===== src/rtl/rs_age.sv =====
// rs_age: age-ordered reservation station with single-wide issue.
// Entries wait for their two source operands. The CDB broadcast ports
// wake up matching operands. The oldest ready entry issues into a
// registered output stage, which iss_stall_i can hold.
// A branch resolution clears its mask bit in every held op on a correct
// prediction, and squashes the dependent ops on a recovery.
//
// Ports
//   clk, rst               clock, synchronous active-high reset
//   dp_*_i                 dispatch request and payload
//   cdb_vld_i, cdb_tag_i   CDB_NUM tag broadcasts, port p at [p*PRF_IDX_W +: PRF_IDX_W]
//   br_*_i                 branch resolution (correct / recovery, one-hot tag)
//   iss_stall_i            downstream cannot take the output register
//   iss_*_o                registered issue payload
//   full_o, free_cnt_o     occupancy, registered

`ifndef FU_SEL_NONE
`define FU_SEL_NONE 0
`endif

module rs_age #(
   parameter int unsigned ENT_NUM   = 16,
   parameter int unsigned CDB_NUM   = 2,
   parameter int unsigned PRF_IDX_W = 6,
   parameter int unsigned ROB_IDX_W = 5,
   parameter int unsigned BR_MASK_W = 4,
   parameter int unsigned FU_SEL_W  = 3
) (
   input  logic                           clk,
   input  logic                           rst,
   input  logic                           dp_vld_i,
   input  logic [PRF_IDX_W-1:0]           dp_opa_tag_i,
   input  logic [PRF_IDX_W-1:0]           dp_opb_tag_i,
   input  logic [PRF_IDX_W-1:0]           dp_dest_tag_i,
   input  logic                           dp_opa_rdy_i,
   input  logic                           dp_opb_rdy_i,
   input  logic [FU_SEL_W-1:0]            dp_fu_sel_i,
   input  logic [31:0]                    dp_IR_i,
   input  logic [ROB_IDX_W-1:0]           dp_rob_idx_i,
   input  logic [BR_MASK_W-1:0]           dp_br_mask_i,
   input  logic [CDB_NUM-1:0]             cdb_vld_i,
   input  logic [CDB_NUM*PRF_IDX_W-1:0]   cdb_tag_i,
   input  logic                           br_pred_correct_i,
   input  logic                           br_recovery_i,
   input  logic [BR_MASK_W-1:0]           br_tag_fix_i,
   input  logic                           iss_stall_i,
   output logic                           iss_vld_o,
   output logic [PRF_IDX_W-1:0]           iss_opa_tag_o,
   output logic [PRF_IDX_W-1:0]           iss_opb_tag_o,
   output logic [PRF_IDX_W-1:0]           iss_dest_tag_o,
   output logic [FU_SEL_W-1:0]            iss_fu_sel_o,
   output logic [31:0]                    iss_IR_o,
   output logic [ROB_IDX_W-1:0]           iss_rob_idx_o,
   output logic [BR_MASK_W-1:0]           iss_br_mask_o,
   output logic                           full_o,
   output logic [$clog2(ENT_NUM+1)-1:0]   free_cnt_o
);

   localparam int unsigned IDX_W = $clog2(ENT_NUM);
   localparam int unsigned CNT_W = $clog2(ENT_NUM+1);

   typedef struct packed {
      logic [PRF_IDX_W-1:0] opa_tag;
      logic [PRF_IDX_W-1:0] opb_tag;
      logic [PRF_IDX_W-1:0] dest_tag;
      logic                 opa_rdy;
      logic                 opb_rdy;
      logic [FU_SEL_W-1:0]  fu_sel;
      logic [31:0]          ir;
      logic [ROB_IDX_W-1:0] rob_idx;
      logic [BR_MASK_W-1:0] br_mask;
   } ent_t;

   logic [ENT_NUM-1:0] vld_q, vld_d, rdy, grant;
   ent_t               ent_q [ENT_NUM];
   // older_q[i][j] set means entry i was dispatched before entry j
   logic [ENT_NUM-1:0] older_q [ENT_NUM];

   logic [IDX_W-1:0]     free_idx, iss_idx;
   logic                 free_found, any_grant;
   logic                 dp_acc, iss_en, iss_fire;
   logic [BR_MASK_W-1:0] fix_clr;
   logic [CNT_W-1:0]     free_cnt_d;
   ent_t                 dp_ent;

   // True when any valid CDB port carries tag
   function automatic logic cdb_hit(input logic [PRF_IDX_W-1:0]         tag,
                                    input logic [CDB_NUM-1:0]           vld,
                                    input logic [CDB_NUM*PRF_IDX_W-1:0] tags);
      logic hit;
      hit = 1'b0;
      for (int p = 0; p < int'(CDB_NUM); p++)
         if (vld[p] && (tags[p*PRF_IDX_W +: PRF_IDX_W] == tag)) hit = 1'b1;
      return hit;
   endfunction

   // Control qualifiers: recovery blocks dispatch and issue and overrides a correct prediction
   always_comb begin
      dp_acc  = dp_vld_i & ~full_o & ~br_recovery_i;
      iss_en  = ~br_recovery_i & (~iss_vld_o | ~iss_stall_i);
      fix_clr = (br_pred_correct_i && !br_recovery_i) ? br_tag_fix_i : '0;
   end

   // Oldest-ready select: an entry is blocked by any older ready entry
   always_comb begin
      rdy       = '0;
      grant     = '0;
      iss_idx   = '0;
      for (int i = 0; i < int'(ENT_NUM); i++)
         rdy[i] = vld_q[i] & ent_q[i].opa_rdy & ent_q[i].opb_rdy;
      for (int i = 0; i < int'(ENT_NUM); i++) begin
         grant[i] = rdy[i];
         for (int j = 0; j < int'(ENT_NUM); j++)
            if ((j != i) && rdy[j] && older_q[j][i]) grant[i] = 1'b0;
      end
      for (int i = 0; i < int'(ENT_NUM); i++)
         if (grant[i]) iss_idx = IDX_W'(i);
      any_grant = |grant;
      iss_fire  = iss_en & any_grant;
   end

   // Lowest-index free slot and the dispatch payload with CDB bypass
   always_comb begin
      free_idx   = '0;
      free_found = 1'b0;
      for (int i = 0; i < int'(ENT_NUM); i++)
         if (!vld_q[i] && !free_found) begin
            free_idx   = IDX_W'(i);
            free_found = 1'b1;
         end
      dp_ent.opa_tag  = dp_opa_tag_i;
      dp_ent.opb_tag  = dp_opb_tag_i;
      dp_ent.dest_tag = dp_dest_tag_i;
      dp_ent.opa_rdy  = dp_opa_rdy_i | cdb_hit(dp_opa_tag_i, cdb_vld_i, cdb_tag_i);
      dp_ent.opb_rdy  = dp_opb_rdy_i | cdb_hit(dp_opb_tag_i, cdb_vld_i, cdb_tag_i);
      dp_ent.fu_sel   = dp_fu_sel_i;
      dp_ent.ir       = dp_IR_i;
      dp_ent.rob_idx  = dp_rob_idx_i;
      dp_ent.br_mask  = dp_br_mask_i & ~fix_clr;
   end

   // Next valid vector and the occupancy it implies
   always_comb begin
      vld_d = vld_q;
      for (int i = 0; i < int'(ENT_NUM); i++)
         if (br_recovery_i && |(ent_q[i].br_mask & br_tag_fix_i)) vld_d[i] = 1'b0;
      if (iss_fire) vld_d[iss_idx] = 1'b0;
      if (dp_acc)   vld_d[free_idx] = 1'b1;
      free_cnt_d = '0;
      for (int i = 0; i < int'(ENT_NUM); i++)
         if (!vld_d[i]) free_cnt_d = free_cnt_d + CNT_W'(1);
   end

   // Entry array, age matrix and occupancy
   always_ff @(posedge clk) begin
      if (rst) begin
         vld_q      <= '0;
         full_o     <= 1'b0;
         free_cnt_o <= CNT_W'(ENT_NUM);
         for (int i = 0; i < int'(ENT_NUM); i++) begin
            ent_q[i]   <= '0;
            older_q[i] <= '0;
         end
      end else begin
         vld_q      <= vld_d;
         full_o     <= &vld_d;
         free_cnt_o <= free_cnt_d;
         for (int i = 0; i < int'(ENT_NUM); i++) begin
            ent_q[i].opa_rdy <= ent_q[i].opa_rdy | cdb_hit(ent_q[i].opa_tag, cdb_vld_i, cdb_tag_i);
            ent_q[i].opb_rdy <= ent_q[i].opb_rdy | cdb_hit(ent_q[i].opb_tag, cdb_vld_i, cdb_tag_i);
            ent_q[i].br_mask <= ent_q[i].br_mask & ~fix_clr;
         end
         if (dp_acc) begin
            ent_q[free_idx] <= dp_ent;
            // The new entry is younger than every other slot
            for (int i = 0; i < int'(ENT_NUM); i++)
               if (IDX_W'(i) != free_idx) older_q[i][free_idx] <= 1'b1;
            older_q[free_idx] <= '0;
         end
      end
   end

   // Issue output register
   always_ff @(posedge clk) begin
      if (rst) begin
         iss_vld_o      <= 1'b0;
         iss_opa_tag_o  <= '0;
         iss_opb_tag_o  <= '0;
         iss_dest_tag_o <= '0;
         iss_fu_sel_o   <= FU_SEL_W'(`FU_SEL_NONE);
         iss_IR_o       <= '0;
         iss_rob_idx_o  <= '0;
         iss_br_mask_o  <= '0;
      end else begin
         iss_br_mask_o <= iss_br_mask_o & ~fix_clr;
         if (br_recovery_i) begin
            if (|(iss_br_mask_o & br_tag_fix_i)) iss_vld_o <= 1'b0;
         end else if (iss_en) begin
            iss_vld_o <= any_grant;
            if (any_grant) begin
               iss_opa_tag_o  <= ent_q[iss_idx].opa_tag;
               iss_opb_tag_o  <= ent_q[iss_idx].opb_tag;
               iss_dest_tag_o <= ent_q[iss_idx].dest_tag;
               iss_fu_sel_o   <= ent_q[iss_idx].fu_sel;
               iss_IR_o       <= ent_q[iss_idx].ir;
               iss_rob_idx_o  <= ent_q[iss_idx].rob_idx;
               iss_br_mask_o  <= ent_q[iss_idx].br_mask & ~fix_clr;
            end
         end
      end
   end

endmodule


===== config.mk =====
export PLATFORM = sky130hd
export DESIGN_NAME = rs_age
export DESIGN_NICKNAME = d
export VERILOG_FILES = /design/src/rtl/rs_age.sv
export SDC_FILE = /design/constraint.sdc
export NUM_CORES = 2
export LEC_CHECK = 0
export BUFFER_PORTS_ARGS = -buffer_cell sky130_fd_sc_hd__buf_2
export CAP_MARGIN = 20
export CORE_MARGIN = 1
export CORE_UTILIZATION = 60
export DETAILED_ROUTE_END_ITERATION = 12
export GPL_ROUTABILITY_DRIVEN = 0
export PLACE_DENSITY_LB_ADDON = 0.08
export REMOVE_ABC_BUFFERS = 1
export SYNTH_ARGS = -nofsm -noshare
export SYNTH_HDL_FRONTEND = slang
export SYNTH_SLANG_ARGS = --single-unit

===== constraint.sdc =====
create_clock -name clk -period 16.25 [get_ports clk]
set_clock_uncertainty 0.15 [all_clocks]
set_input_delay 0 -clock clk [delete_from_list [all_inputs] [get_ports clk]]
set_output_delay 0 -clock clk [all_outputs]
set_load 0.01 [all_outputs]

* Yosys cells after proc, flatten, opt, wreduce, memory -nomap -nowiden
Memories as Yosys holds them, arrays and structs flattened.
Index checks and enable logic that the tools add are counted.
** Cells by class
- Equality and inequality tests :: 84
- Reductions and logical operators :: 395
- Mux-type cells :: 804
- Add/subtract/negate cells :: 15
- Bitwise operators :: 419
- Magnitude comparators :: 4
** Operators with widths (number)
- two-way mux 1 bit :: 721
- equality test 6 bit :: 68
- logical AND 1 bit :: 342
- bitwise OR 1 bit :: 339
- two-way mux 16 bit :: 18
- two-way mux 4 bit :: 48
- bitwise AND 4 bit :: 36
- adder 5 x 1 -> 5 bit, second input constant :: 15
- two-way mux 5 bit :: 15
- OR reduction 4 bit :: 17
- bitwise AND 1 bit :: 36
- inequality test 4 bit, first input constant :: 8
- logical NOT 1 bit :: 30
- bitwise AND 16 bit :: 1
- inequality test 3 x 4 -> 1 bit, first input constant :: 4
- inverter 16 bit :: 1
- bitwise OR 16 bit :: 1
- AND reduction 16 bit :: 1
- OR reduction 16 bit :: 1
- less-than comparator 4 x 5 -> 1 bit, second input constant :: 2
- demux 1 bit (select 4 bit) :: 2
- >= comparator 4 x 1 -> 1 bit, second input constant :: 2
- inequality test 2 x 4 -> 1 bit, first input constant :: 2
- inequality test 1 x 4 -> 1 bit, first input constant :: 1
- other kinds (7) :: 10
** Word-level totals
- Input port bits :: 88
- Memories :: 2
- Register bits after elaboration :: 85
- Output and inout port bits :: 69
- Memory bits (writable) :: 1280
** Memories
- ent_q :: depth 16, bits a word 64, read ports 17, clocked after memory_dff 0, wr ports 17, RTL line 75 : ent_t ent_q [ENT_NUM];
- older_q :: depth 16, bits a word 16, read ports 16, clocked after memory_dff 0, wr ports 17, RTL line 77 : logic [ENT_NUM-1:0] older_q [ENT_NUM];

* Depth between registers and ports, before layout
- Word-level depth :: 82
- Gate-level depth with buffers :: 62

* Least setup slack after synthesis
No wires, ideal clock.
- Kind :: register to register
- Start point :: reg vld_q[6]
- End point :: reg free_cnt_o[4]
- Clock period less this slack :: 11.107 ns
- Setup time :: 0.128 ns
- Setup slack :: 5.143 ns
- Data arrival time :: 10.829 ns
- Cell stages (with the launch flop) :: 62
- Cells stage by stage :: dfxtp_1 > buf_2 > buf_4 > nand4_1 > o2111ai_1 > or4_1 > a21o_1 > o21a_2 > o21ai_0 > buf_2 > clkbuf_1 > clkbuf_1 > nand3_1 > a31oi_1 > inv_1 > ha_1 > inv_1 > mux2i_1 > (+26 left out) > o21ai_0 > o21ai_0 > xnor2_1 > mux2i_1 > ha_1 > o22ai_1 > a21oi_1 > xnor2_1 > mux2_2 > ha_1 > nand2_1 > o21ai_0 > ha_1 > nand2_1 > nand2_1 > o311a_1 > a211oi_1 > o21ai_1
** RTL lines
- start, declared :: RTL line 74 : logic [ENT_NUM-1:0] vld_q, vld_d, rdy, grant;
- start signal, assigned :: RTL line 165 : vld_q <= vld_d;
- bitwise AND 1 bit (2 in series) :: RTL line 110 : rdy[i] = vld_q[i] & ent_q[i].opa_rdy & ent_q[i].opb_rdy;
- logical AND 1 bit :: RTL line 114 : if ((j != i) && rdy[j] && older_q[j][i]) grant[i] = 1'b0;
- two-way mux 1 bit (10 in series) :: RTL line 114
- two-way mux 1 bit :: RTL line 117 : if (grant[i]) iss_idx = IDX_W'(i);
- two-way mux 4 bit (14 in series) :: RTL line 117
- less-than comparator 4 x 5 -> 1 bit (not written as such) / >= comparator 4 x 1 -> 1 bit (equally long branches) :: RTL line 147 : if (iss_fire) vld_d[iss_idx] = 1'b0;
- logical AND 1 bit (not written as such) :: RTL line 147
- two-way mux 1 bit (not written as such) :: RTL line 147
- (+6 left out)
- via vld_d[1] :: RTL line 74
- (+21 left out)
- adder 5 x 1 -> 5 bit :: RTL line 151 : if (!vld_d[i]) free_cnt_d = free_cnt_d + CNT_W'(1);
- two-way mux 5 bit * :: RTL line 151
- adder 5 x 1 -> 5 bit :: RTL line 151
- two-way mux 5 bit * :: RTL line 151
- adder 5 x 1 -> 5 bit :: RTL line 151
- two-way mux 5 bit * :: RTL line 151
- adder 5 x 1 -> 5 bit :: RTL line 151
- two-way mux 5 bit * :: RTL line 151
- end signal, assigned :: RTL line 159 : free_cnt_o <= CNT_W'(ENT_NUM);
- end signal, assigned :: RTL line 167 : free_cnt_o <= free_cnt_d;
- end, declared :: RTL line 56 : output logic [$clog2(ENT_NUM+1)-1:0] free_cnt_o
Mark *: on every way through the listed nets, which the timed path passes. The rest lies on a longest branch.
A chain may end at the register's enable or synchronous reset.

* Worst setup path in the final report
- Start point :: reg vld_q[3]
- End point :: reg free_cnt_o[4]
** On the way
- Longest elaborated chain between the ends :: 76
** Ends and longest elaborated chain
- parallel branches: the longest is 44 deep, another holds bitwise AND 1 bit
- two-way mux 16 bit * :: RTL line 148 : if (dp_acc) vld_d[free_idx] = 1'b1;
- via vld_d[0] :: RTL line 74
- two-way mux 1 bit * :: RTL line 151
- adder 5 x 1 -> 5 bit :: RTL line 151
- two-way mux 5 bit * :: RTL line 151
- adder 5 x 1 -> 5 bit :: RTL line 151
- two-way mux 5 bit * :: RTL line 151
- (+18 left out)
- adder 5 x 1 -> 5 bit :: RTL line 151
- two-way mux 5 bit * :: RTL line 151
- adder 5 x 1 -> 5 bit :: RTL line 151
- two-way mux 5 bit * :: RTL line 151
- adder 5 x 1 -> 5 bit :: RTL line 151
- two-way mux 5 bit * :: RTL line 151
- adder 5 x 1 -> 5 bit :: RTL line 151
- two-way mux 5 bit * :: RTL line 151
Mark *: on every way through the listed nets, which the timed path passes.

==> reports/summary.txt <==
Met2 wire length: 98,600 um
Initial Util: 60.7%
Post-synthesis register bit count: 1,349
PwrDens: 118 nW/um2
Area growth from synthesis to layout: 9.66%
Multi-input logic area: 26,300 um2
Ys async rst share: 0%
Wirelength per Cell: 29.4 um
Ports: 157
Vias per inst: 6.95
P_leak: 28.5 nW
Peak VDD IR: 0.000108 V
Final period util: 80.0%
Top routing layer in use: met5
Critical Path Most Common Cell: ha_1
Nets@finish: 6,286
Crit-path max FO: 50
Die Height: 332 um
Post-Syn Instances: 6,376
CP required: 16.70 ns
Fmax: 76.9 MHz
Site Rows: 120
CORE AREA: 108,000 um2
Slew @ Worst Pin: 1.25 ns
Final WL: 226,000 um
Reg area: 36,300 um2
RSZ-0062 raised after global routing: no
Slew margin rel.: 15.8%
Met3 WL: 31,700 um
Total global-route track usage: 40.4%
Hold Fails Final Rpt: 0
Most frequent cells in the layout: 928 x edfxtp_1, 835 x and3_1, 638 x nand2_1, 630 x nor2_1, 421 x dfxtp_1
DIE AREA: 110,000 um2
Die width: 332 um
Initial antenna violation count: 8
Clk slew on worst S/H paths: 0.07 ns
Cell taking the most area after synthesis: edfxtp_1
I/O Buffers: 156
Clock buffer count from CTS: 142
Post-DP HPWL: 125,000 um
Ys flop type: edfxtp_1
Startpoint types: flip-flop
# hold bufs at CTS: 74
Syn avg cell area: 10.2 um2
Worst hold slack: 0.0519 ns
Setup TNS Final: 0 ns
Min cycle time layout: 13.00 ns
Global-route wire length before repair: 332,000 um
Worst skew pair latency: 0.77 ns
Worst reg2reg path startpoint: vld_q[3]$_SDFF_PP0_
CP peak stage delay: 1.00 ns
Htree depth: 4
Origin of the worst setup path: vld_q[3]$_SDFF_PP0_
CTS tree: done
Remaining DRCs: 0
Overflow after GRT: 0
Root Driver: clkbuf_16
Worst EP arrival: 13.46 ns
Final setup violation count: 0
Post CTS Setup Buffer Count: 0
Fillcell total: 8,288
CTS-repair resized insts: 0
Number of max-cap violations: 0
Largest net degree at the start of global routing: 175
Yosys synthesis warning count: 0
Critical path's slowest cell: dfxtp_1
Slew Limit Fails: 0
Hold path startpoint: cdb_vld_i[1]
Sequential fraction of the synthesis area: 55.6%
Met1 Routed Length: 82,700 um
Initial DRT Pass Iterations: 12
HP Class: in -> reg
Vias in the first global route: 50,537
Antenna-violating nets left: 0
Post-synthesis cell type count: 98
Status: finished clean
Kind of critical path: reg -> reg
Crit. End Element: flip-flop
CTS Buffer Depth: 3
Yosys top cell area share: 42.7%
Most common cell after layout, fill and taps aside: edfxtp_1
Sink Count: 1,349
Synth top area cells: edfxtp_1 43%, dfxtp_1 13%, and3_1 8.0%, nand2_1 3.7%, nor2_1 3.7%
Number of synthesized flops with an enable pin: 928
Via count: 53,533
Initial DRC Count: 8,707
Post-Syn Area: 65,200 um2
Layout cells sized above 1: 9.16%
[worst max-delay path: cells and delay by family, from the launching register on]
family | cells | cell delay (ns)
fa+ha+maj | 9 | 2.59
flops | 1 | 1.00
simple gates | 19 | 3.46
xor+xnor | 3 | 0.44
buf+inv | 5 | 0.75
compound gates | 17 | 3.31
mux | 5 | 1.05
[layout make-up]
| cell class | instances | area share [%] |
|---|---|---|
| diodes | 2 | 0.00699 |
| clock buffers | 192 | 5.53 |
| clock inverters | 69 | 0.909 |
| inverters | 47 | 0.317 |
| multi-input cells | 4309 | 36.8 |
| flip-flops and latches | 1349 | 50.7 |
| well taps | 1403 | 2.45 |
| repair buffers | 334 | 3.27 |
[cells by family (layout without fill, tap and decap cells)]
family	count (synthesis)	in the layout	synth area share (%)
and+or+nand+nor	2822	2822	22.2
muxes	38	38	0.593
adders and majority gates	15	15	0.288
AOI/OAI and AO/OA	976	976	10.4
xor gates and xnor gates	458	458	6.41
buffers and inverters	718	642	4.45
DFF	1349	1349	55.6
other	0	2	0
[where the power goes]
part | switching [W] | internal (W)
combinational | 0.000775 | 0.000547
sequential | 0.0000658 | 0.00378
clock | 0.00140 | 0.00185
[final timing paths]
check	slack [ns]	to	depth (start not counted)
hold reg to reg	0.32	ent_q[6][3]$_DFF_P_	2
hold / removal	0.05	ent_q[3][45]$_DFF_P_	5
setup reg to reg	3.25	free_cnt_o[4]$_SDFF_PP1_	58
setup / recovery	3.25	free_cnt_o[4]$_SDFF_PP1_	58
[cell usage after synthesis (7+ instances only)]
library cell / n
a22o_1: 36
a31oi_1: 21
or2_2: 11
xnor2_1: 232
nand2_1: 638
nor2_1: 637
a22oi_1: 9
a221o_1: 102
buf_1: 44
a2111oi_0: 15
inv_1: 45
o2111ai_1: 13
ha_1: 15
nor4_2: 8
mux2i_1: 33
clkbuf_1: 548
a221oi_1: 176
nor4_1: 104
a21o_1: 7
buf_2: 51
dfxtp_1: 421
and2_1: 126
or4_1: 10
buf_6: 10
xor2_1: 212
o21ai_0: 90
a21oi_1: 359
o221ai_1: 7
buf_4: 17
nor3_1: 47
or3_1: 10
nor2b_1: 8
nand3_1: 32
nand4_1: 332
edfxtp_1: 928
and3_1: 838
o22ai_1: 73
[through the flow]
stage,setup WS (ns),cell area [um2],power (W),utilization (%),instances
final,3.25,71500,0.00841,66.6,7705
after global routing,2.41,71500,0.00866,66.6,7703
after CTS,3.58,71500,0.00840,66.5,7702
after detailed placement,3.65,66200,0.00520,61.6,7367
after global placement,3.88,66200,0.00517,61.6,7367
after floorplan,-7.60,62500,0.00485,-,5705
[routing by layer]
metal / vias up / track usage (%)
li1: 22949 / -
met1: 25634 / 54.2
met2: 4089 / 60.6
met3: 853 / 10.2
met4: 8 / 21.1
met5: - / 0
[flip-flops by register name, indices dropped and copies added, names as in the netlist]
| signal | count |
|---|---|
| iss_IR_o | 32 |
| full_o | 1 |
| iss_br_mask_o | 4 |
| iss_vld_o | 1 |
| vld_q | 16 |
| ent_q | 1024 |
| iss_dest_tag_o | 6 |
| iss_opa_tag_o | 6 |
| free_cnt_o | 5 |
| iss_opb_tag_o | 6 |
| iss_fu_sel_o | 3 |
| older_q | 240 |
| iss_rob_idx_o | 5 |
No activity file was read; power rests on OpenSTA's default activity.
